`config.mk`:
```
export PLATFORM = sky130hd
export DESIGN_NAME = pipeline_mem_host_bridge
export DESIGN_NICKNAME = d
export VERILOG_FILES = /design/src/rtl/pipeline_mem_host_bridge.sv
export SDC_FILE = /design/constraint.sdc
export NUM_CORES = 1
export LEC_CHECK = 0
export ABC_CLOCK_PERIOD_IN_PS = 2000
export CAP_MARGIN = 10
export CORE_AREA = 2 2 121 123
export CTS_CLUSTER_SIZE = 14
export DETAILED_ROUTE_END_ITERATION = 10
export DIE_AREA = 0 0 123 125
export PLACE_DENSITY = 0.79
export SLEW_MARGIN = 20
export SYNTH_ARGS = -nofsm -noshare
export SYNTH_HDL_FRONTEND = slang
export SYNTH_SLANG_ARGS = --single-unit
```
`constraint.sdc`:
```
create_clock -name clk -period 2 [get_ports clk]
set_clock_uncertainty 0.1 [all_clocks]
set_input_delay 0.2 -clock clk [delete_from_list [all_inputs] [get_ports clk]]
set_output_delay 0.2 -clock clk [all_outputs]
set_load 0.01 [all_outputs]
```
`src/rtl/pipeline_mem_host_bridge.sv`:
```
// pipeline_mem_host_bridge
// ------------------------
// Host-side responder for the software-register memory interface of the
// pipeline datapath. It picks up a new host command when the sequence
// number in mem_cmd_reg changes, stalls the pipeline, performs one word
// read or write on the imem/dmem second port, and reports the result.
//
// Ports:
//   clk, rst                 system clock, synchronous active-high reset
//   mem_addr_reg             host word address (only [AW-1:0] used)
//   mem_cmd_reg              [31:24] sequence, [2:0] opcode
//                            (1 imem wr, 2 imem rd, 3 dmem wr, 4 dmem rd)
//   mem_data_write_reg       host write data
//   mem_data_read_reg        data from the last completed read
//   mem_status_reg           [31:24] last seq, [3] illegal, [2] verify
//                            mismatch, [1] ack timeout, [0] busy
//   cpu_stall_req/ack        pipeline hold handshake
//   imem_*/dmem_*            second ports of instruction/data memory
//                            (synchronous read, 1-cycle latency)
//
// Build option: define MEM_HOST_BRIDGE_VERIFY_EN to read back every write
// and flag a mismatch in status bit [2].

module pipeline_mem_host_bridge #(
    parameter int AW          = 9,
    parameter int DW          = 32,
    parameter int ACK_TIMEOUT = 16
) (
    input  logic          clk,
    input  logic          rst,
    input  logic [31:0]   mem_addr_reg,
    input  logic [31:0]   mem_cmd_reg,
    input  logic [31:0]   mem_data_write_reg,
    output logic [31:0]   mem_data_read_reg,
    output logic [31:0]   mem_status_reg,
    output logic          cpu_stall_req,
    input  logic          cpu_stall_ack,
    output logic [AW-1:0] imem_addr,
    output logic [DW-1:0] imem_wdata,
    output logic          imem_we,
    input  logic [DW-1:0] imem_rdata,
    output logic [AW-1:0] dmem_addr,
    output logic [DW-1:0] dmem_wdata,
    output logic          dmem_we,
    input  logic [DW-1:0] dmem_rdata
);

    localparam int CW = $clog2(ACK_TIMEOUT + 1);

`ifdef MEM_HOST_BRIDGE_VERIFY_EN
    typedef enum logic [2:0] {
        S_IDLE, S_STALL, S_ACCESS, S_RDWAIT, S_VRD, S_VCHK, S_DONE
    } state_t;
`else
    typedef enum logic [2:0] {
        S_IDLE, S_STALL, S_ACCESS, S_RDWAIT, S_DONE
    } state_t;
`endif

    state_t          state, state_nxt;
    logic [7:0]      serviced_seq;
    logic [7:0]      cmd_seq;
    logic [2:0]      cmd_op;
    logic [AW-1:0]   cmd_addr;
    logic [DW-1:0]   cmd_wdata;
    logic [CW-1:0]   stall_cnt;
    logic            busy;
    logic            err_illegal;
    logic            err_timeout;
    logic            err_verify;
    logic [31:0]     rdata_q;

    logic            new_cmd;
    logic            new_legal;
    logic            op_write;
    logic            op_imem;
    logic            stall_expired;
    logic [DW-1:0]   sel_rdata;

    // Upper address/command bits are deliberately ignored.
    logic unused_bits;
    assign unused_bits = ^{mem_addr_reg, mem_cmd_reg[23:3], mem_data_write_reg};

    assign new_cmd       = (state == S_IDLE) && (mem_cmd_reg[31:24] != serviced_seq);
    assign new_legal     = (mem_cmd_reg[2:0] >= 3'd1) && (mem_cmd_reg[2:0] <= 3'd4);
    assign op_write      = (cmd_op == 3'd1) || (cmd_op == 3'd3);
    assign op_imem       = (cmd_op == 3'd1) || (cmd_op == 3'd2);
    assign stall_expired = !cpu_stall_ack && (stall_cnt == CW'(ACK_TIMEOUT - 1));
    assign sel_rdata     = op_imem ? imem_rdata : dmem_rdata;

    // NOTE: every output of this block gets a default first so that no
    // state/path combination can leave a signal unassigned and infer a latch.
    always_comb begin
        state_nxt     = state;
        cpu_stall_req = 1'b0;
        imem_addr     = '0;
        imem_wdata    = '0;
        imem_we       = 1'b0;
        dmem_addr     = '0;
        dmem_wdata    = '0;
        dmem_we       = 1'b0;

        case (state)
            S_IDLE: begin
                if (new_cmd) state_nxt = new_legal ? S_STALL : S_DONE;
            end
            S_STALL: begin
                cpu_stall_req = 1'b1;
                if (cpu_stall_ack)      state_nxt = S_ACCESS;
                else if (stall_expired) state_nxt = S_DONE;
            end
            S_ACCESS: begin
                cpu_stall_req = 1'b1;
`ifdef MEM_HOST_BRIDGE_VERIFY_EN
                state_nxt = op_write ? S_VRD : S_RDWAIT;
`else
                state_nxt = op_write ? S_DONE : S_RDWAIT;
`endif
            end
            S_RDWAIT: begin
                cpu_stall_req = 1'b1;
                state_nxt     = S_DONE;
            end
`ifdef MEM_HOST_BRIDGE_VERIFY_EN
            S_VRD: begin
                cpu_stall_req = 1'b1;
                state_nxt     = S_VCHK;
            end
            S_VCHK: begin
                cpu_stall_req = 1'b1;
                state_nxt     = S_DONE;
            end
`endif
            S_DONE: state_nxt = S_IDLE;
            default: state_nxt = S_IDLE;
        endcase

        // Address stays on the selected port from ACCESS until the read data
        // has been captured; write data and strobe only in ACCESS.
        if (cpu_stall_req && state != S_STALL) begin
            if (op_imem) imem_addr = cmd_addr;
            else         dmem_addr = cmd_addr;
        end
        if (state == S_ACCESS && op_write) begin
            if (op_imem) begin
                imem_wdata = cmd_wdata;
                imem_we    = 1'b1;
            end else begin
                dmem_wdata = cmd_wdata;
                dmem_we    = 1'b1;
            end
        end
    end

    // NOTE: state registers use non-blocking assignments so every flop
    // samples the values from before the edge, independent of block order.
    always_ff @(posedge clk) begin
        if (rst) begin
            state        <= S_IDLE;
            serviced_seq <= '0;
            cmd_seq      <= '0;
            cmd_op       <= '0;
            cmd_addr     <= '0;
            cmd_wdata    <= '0;
            stall_cnt    <= '0;
            busy         <= 1'b0;
            err_illegal  <= 1'b0;
            err_timeout  <= 1'b0;
            err_verify   <= 1'b0;
            rdata_q      <= '0;
        end else begin
            state <= state_nxt;
            case (state)
                S_IDLE: begin
                    if (new_cmd) begin
                        // Snapshot the host registers; later writes by the
                        // host cannot disturb the command in flight.
                        cmd_seq     <= mem_cmd_reg[31:24];
                        cmd_op      <= mem_cmd_reg[2:0];
                        cmd_addr    <= mem_addr_reg[AW-1:0];
                        cmd_wdata   <= mem_data_write_reg[DW-1:0];
                        stall_cnt   <= '0;
                        busy        <= 1'b1;
                        err_illegal <= !new_legal;
                        err_timeout <= 1'b0;
                        err_verify  <= 1'b0;
                    end
                end
                S_STALL: begin
                    stall_cnt <= stall_cnt + 1'b1;
                    if (stall_expired) err_timeout <= 1'b1;
                end
                S_RDWAIT: rdata_q <= 32'(sel_rdata);
`ifdef MEM_HOST_BRIDGE_VERIFY_EN
                S_VCHK: begin
                    rdata_q    <= 32'(sel_rdata);
                    err_verify <= (sel_rdata != cmd_wdata);
                end
`endif
                S_DONE: begin
                    serviced_seq <= cmd_seq;
                    busy         <= 1'b0;
                end
                default: ;
            endcase
        end
    end

    assign mem_data_read_reg = rdata_q;
    assign mem_status_reg    = {serviced_seq, 20'b0, err_illegal, err_verify,
                                err_timeout, busy};

endmodule

```
# --- Word-level counts from Yosys, hierarchy flattened ---
# Index checks and enable logic that the tools add are counted.
# Widths: inputs -> output; s select.
classes:
  n_addsub: 1
  magnitude_cmp: 2
  n_eq_ne: 13
  muxes: 27
  n_reduce_logical: 18
ops:
  columns: ["cell", "n"]
  rows:
  - ["$mux 32", 5]
  - ["$mux 9", 4]
  - ["$mux 3", 5]
  - ["$eq 3x2->1 const B", 4]
  - ["$pmux 3 s4", 1]
  - ["$pmux 5 s2", 1]
  - ["$mux 1", 8]
  - ["$ne 8x8->1", 1]
  - ["$reduce_and 2->1", 4]
  - ["$eq 3x1->1 const B", 2]
  - ["$add 5x1->5 const B", 1]
  - ["$eq 5x4->1 const B", 1]
  - ["$logic_and 1x1->1", 5]
  - ["$mux 5", 1]
  - ["$ne 2x2->1 const B", 2]
  - ["$pmux 1 s2", 2]
  - ["$reduce_bool 2->1", 2]
  - ["$eq 3x3->1 const B", 1]
  - ["$ge 3x1->1 const B", 1]
  - ["$le 3x3->1 const B", 1]
  - ["$logic_not 3->1", 1]
  - ["$ne 3x1->1 const B", 1]
  - ["$ne 3x3->1 const B", 1]
  - ["$reduce_and 3->1", 1]
  - ["3 further kinds", 5]
word_totals:
  regBits: 103
  input_bits: 163
  out_inout_bits: 149
  word_cells: 72

# --- Depth between registers and ports, before layout ---
logic_depth:
  ltp_word: 5
  mapped_depth: 7

# --- Least setup slack after synthesis ---
# Ideal clock, no wire load.
synth_timing:
  path_type: "register to output"
  start: "register state[1]"
  end: "output imem_wdata[22]"
  arrival_ns: 1.399
  t_required_ns: 1.700
  path_slack_ns: 0.301
  stages_incl_launch_ff: 6
  path_buffers: 2
  cell_sequence: "dfxtp_1 buf_2 nand2b_1 nor4_2 clkbuf_1 and2_1"
synth_via:
  elab_chain_len: 3
synth_lines:
  columns: ["item", "line", "text"]
  rows:
  - ["start, declared", "60", "state_t state, state_nxt;"]
  - ["start signal, assigned", "172", "state <= state_nxt;"]
  - ["$eq 3x2->1", "144", "if (state == S_ACCESS && op_write) begin"]
  - ["$logic_and 1x1->1", "144", null]
  - ["$mux 32", "144", null]
  - ["end, declared", "39", "output logic [DW-1:0] imem_wdata,"]
# Every way passes these cells.

# --- Final worst setup path ---
layout_timing:
  start: "register cmd_op[1]"
  end: "output imem_wdata[23]"
layout_via:
  elab_chain_len: 4
  elab_cells_between_ends: 8
layout_lines:
  columns: ["item", "line", "text"]
  rows:
  - ["start, declared", "63", "logic [2:0] cmd_op;"]
  - ["start signal, assigned", "179", "cmd_op <= mem_cmd_reg[2:0];"]
  - ["$eq 3x1->1, or another cell as far along", "86, 87", null]
  - ["$logic_or 1x1->1, on equally long branches", "87, 86", null]
  - ["$mux 32 or $logic_and 1x1->1 (tied branches)", "145, 144", null]
  - ["$mux 32 (*)", "144", null]
# Every way passes the cells marked *; elsewhere a longest branch is shown, timed or not.

==> qor.yml <==
drv_cap: 0
num_rows: 44
reg2reg_depth: 5
viasPerCell: 4.73
yosysSeqAreaShare: 0.395
r2r_slack_ns: 0.11
synth-seq-cells: 103
clk_pin_slew_ns: 0.06
reg2reg_to: "cmd_wdata[20]"
grt_pass1_wl_um: 24000
dieArea_um2: 15400
post-route-worst-setup-slack_ns: -0.0880
rsz0062_at_grt: "true"
max_freq_ghz: 0.479
ir_drop_uv: 447
worstReg2RegStart: "state[0]"
timing.final.crit_period_ns: 2.09
p_clk_frac: 0.306
area_growth_pct: 61.5
cp_data_required_time_ns: 1.70
min-delay-start: "rst"
p_sw_mw: 1.61
p_seq_frac: 0.427
grt_usage: 0.199
power_density_nw_per_um2: 673
io_buffer_count: 246
drtPass1Iterations: 4
syn_area_um2: 5220
synthDistinctLibCells: 40
slew_viol_final: 0
holdPathStages: 2
synth_area_per_cell_um2: 8.60
drive_gt1_frac: 0.240
hold_viol: 0
fp.dieW_um: 123
arrival_ns: 1.79
p_total_mw: 5.67
grt_start_max_net_pins: 73
antenna_found_initial: 1
cellInternalPower_mw: 4.06
drtIter0Drc: 194
num_io_pins: 312
p_leak_nw: 3.68
whs_ns: 0.112
die_height_um: 125
root_buffer: "clkbuf_16"
status: "finished, violations left"
layout_commonest_cell: "clkdlybuf4s50_1"
clock_sinks: 103
hold_class: "primary input to flop"
post-route-period-util: 1.04
path_max_fanout: 3
switching_share: 0.284
overflow: 0
ctsHtreeMaxLevel: 3
vias: 4952
cts_tree: "yes"
cts_buffers: 9
critPathLaunchType: "flop"
ant_nets: 0
netlist_instances: 607
violations: "negative setup slack"
initial_core_util: 0.368
final_nets: 1025
clock_latency_ns: 0.35
setup.worst_path.end_class: "output port"
fill_cells: 1287
crit_start: "cmd_op[1]"
hold_path_end: "serviced_seq[5]"
p_comb_frac: 0.267
grt_pass1_vias: 4578
hold_buffers: 0
dp_hpwl_um: 10600
yosysWarnings: 0
gp_congestion: 0.744
layout_common_cells: "clkdlybuf4s50_1 (160), nand2_1 (124), dfxtp_1 (98), mux2i_1 (85), buf_6 (64)"
setup_viol: 21
antenna-diode-count: 0
routed_wirelength_um: 16300
coreArea_um2: 14200
wl_per_cell_um: 15.6
drc: 0
criticalPathCategory: "flop to output port"
cts_buffer_depth: 2
## stage by stage
stage | util | setup slack, ns | TNS (ns) | instance area [µm²] | instances
final | 0.593 | -0.0880 | -0.935 | 8430 | 1048
after floorplan | - | 0.301 | 0 | 5300 | 627
after global placement | 0.549 | -0.0105 | -0.0202 | 7800 | 1007
after global routing | 0.593 | -0.159 | -3.23 | 8430 | 1048
after detailed placement | 0.549 | -0.0246 | -0.432 | 7800 | 1007
after CTS | 0.590 | -0.255 | -5.48 | 8380 | 1050
## cells by family (layout without fill, tap and decap cells)
kind of cell / Yosys count / in the layout / synth area share
xor+xnor: 9 / 9 / 0.0151
compound gates: 60 / 60 / 0.0813
buf+inv: 73 / 309 / 0.0820
other cells: 1 / 21 / 0.000718
fa+ha+maj: 2 / 2 / 0.00479
flops: 103 / 103 / 0.395
mux: 85 / 85 / 0.163
simple gates: 274 / 275 / 0.258
## how the worst max path moves through the flow
stage	endpoint	cells after the start
floorplan	imem_wdata[22]	5
global placement	dmem_wdata[6]	5
detailed placement	state[2]	5
CTS	imem_wdata[23]	10
global route	imem_wdata[23]	8
finish	imem_wdata[23]	8
## cells in the mapped netlist (all sizes together)
| library cell | count | area (µm²) |
|---|---|---|
| nor2b | 1 | 6.26 |
| nand3b | 1 | 7.51 |
| or3b | 1 | 8.76 |
| nor2 | 40 | 158 |
| a21oi | 12 | 60.1 |
| dfxtp | 103 | 2060 |
| nand3 | 5 | 25.0 |
| mux2i | 85 | 851 |
| a211o | 1 | 8.76 |
| xor2 | 8 | 70.1 |
| a211oi | 33 | 248 |
| a21boi | 1 | 11.3 |
| a2111oi | 1 | 8.76 |
| a41o | 1 | 10.0 |
| clkbuf | 26 | 97.6 |
| a31o | 1 | 8.76 |
| ha | 2 | 25.0 |
| nor4 | 5 | 73.8 |
| a21bo | 1 | 10.0 |
| nor3 | 4 | 20.0 |
| and2b | 1 | 7.51 |
| o32ai | 2 | 17.5 |
| nand2b | 4 | 25.0 |
| inv | 4 | 15.0 |
| o21ai | 4 | 20.0 |
| and3 | 10 | 62.6 |
| xnor2 | 1 | 8.76 |
| buf | 43 | 315 |
| or3 | 3 | 18.8 |
| a31oi | 1 | 6.26 |
| nand2 | 124 | 465 |
| o21a | 2 | 15.0 |
| conb | 1 | 3.75 |
| and2 | 75 | 469 |
## power groups by stage
stage	clock network [mW]	registers (mW)	logic, mW
global placement	0	2.44	1.41
CTS	1.80	2.41	1.49
detailed placement	0	2.44	1.43
global route	1.89	2.45	1.64
floorplan	0	2.40	0.965
finish	1.74	2.42	1.51
## routing by layer
metal / vias up / part of all wire / GRT usage
met1: 2310 / 0.42 / 0.237
met4: 2 / 0.014 / 0.0595
met5: - / 0.00080 / 0
met2: 131 / 0.51 / 0.352
met3: 16 / 0.053 / 0.0465
li1: 2493 / - / -
## cell type report
cell class / instances / area [µm²] / area share
well taps: 184 / 230 / 0.0273
inverters: 4 / 18.8 / 0.00223
repair buffers: 290 / 2830 / 0.336
multi-input cells: 452 / 2990 / 0.355
clock buffers: 12 / 246 / 0.0292
clock inverters: 3 / 43.8 / 0.00520
flip-flops and latches: 103 / 2070 / 0.246
## critical path: stages, from the launching register on
cell,delay (ns)
dfxtp_4,0.36
buf_6,0.11
nor4_4,0.27
buf_4,0.18
buf_6,0.12
buf_6,0.10
buf_6,0.09
and2_4,0.13
buf_6,0.09
## repair_timing
action	CTS	global route
setup buffers	24	5
endpoints found under the setup margin	85	77
gates cloned	5	3
pin swaps	17	18
gates resized for setup	278	181
Note: power is estimated with default switching activity, not from simulation.
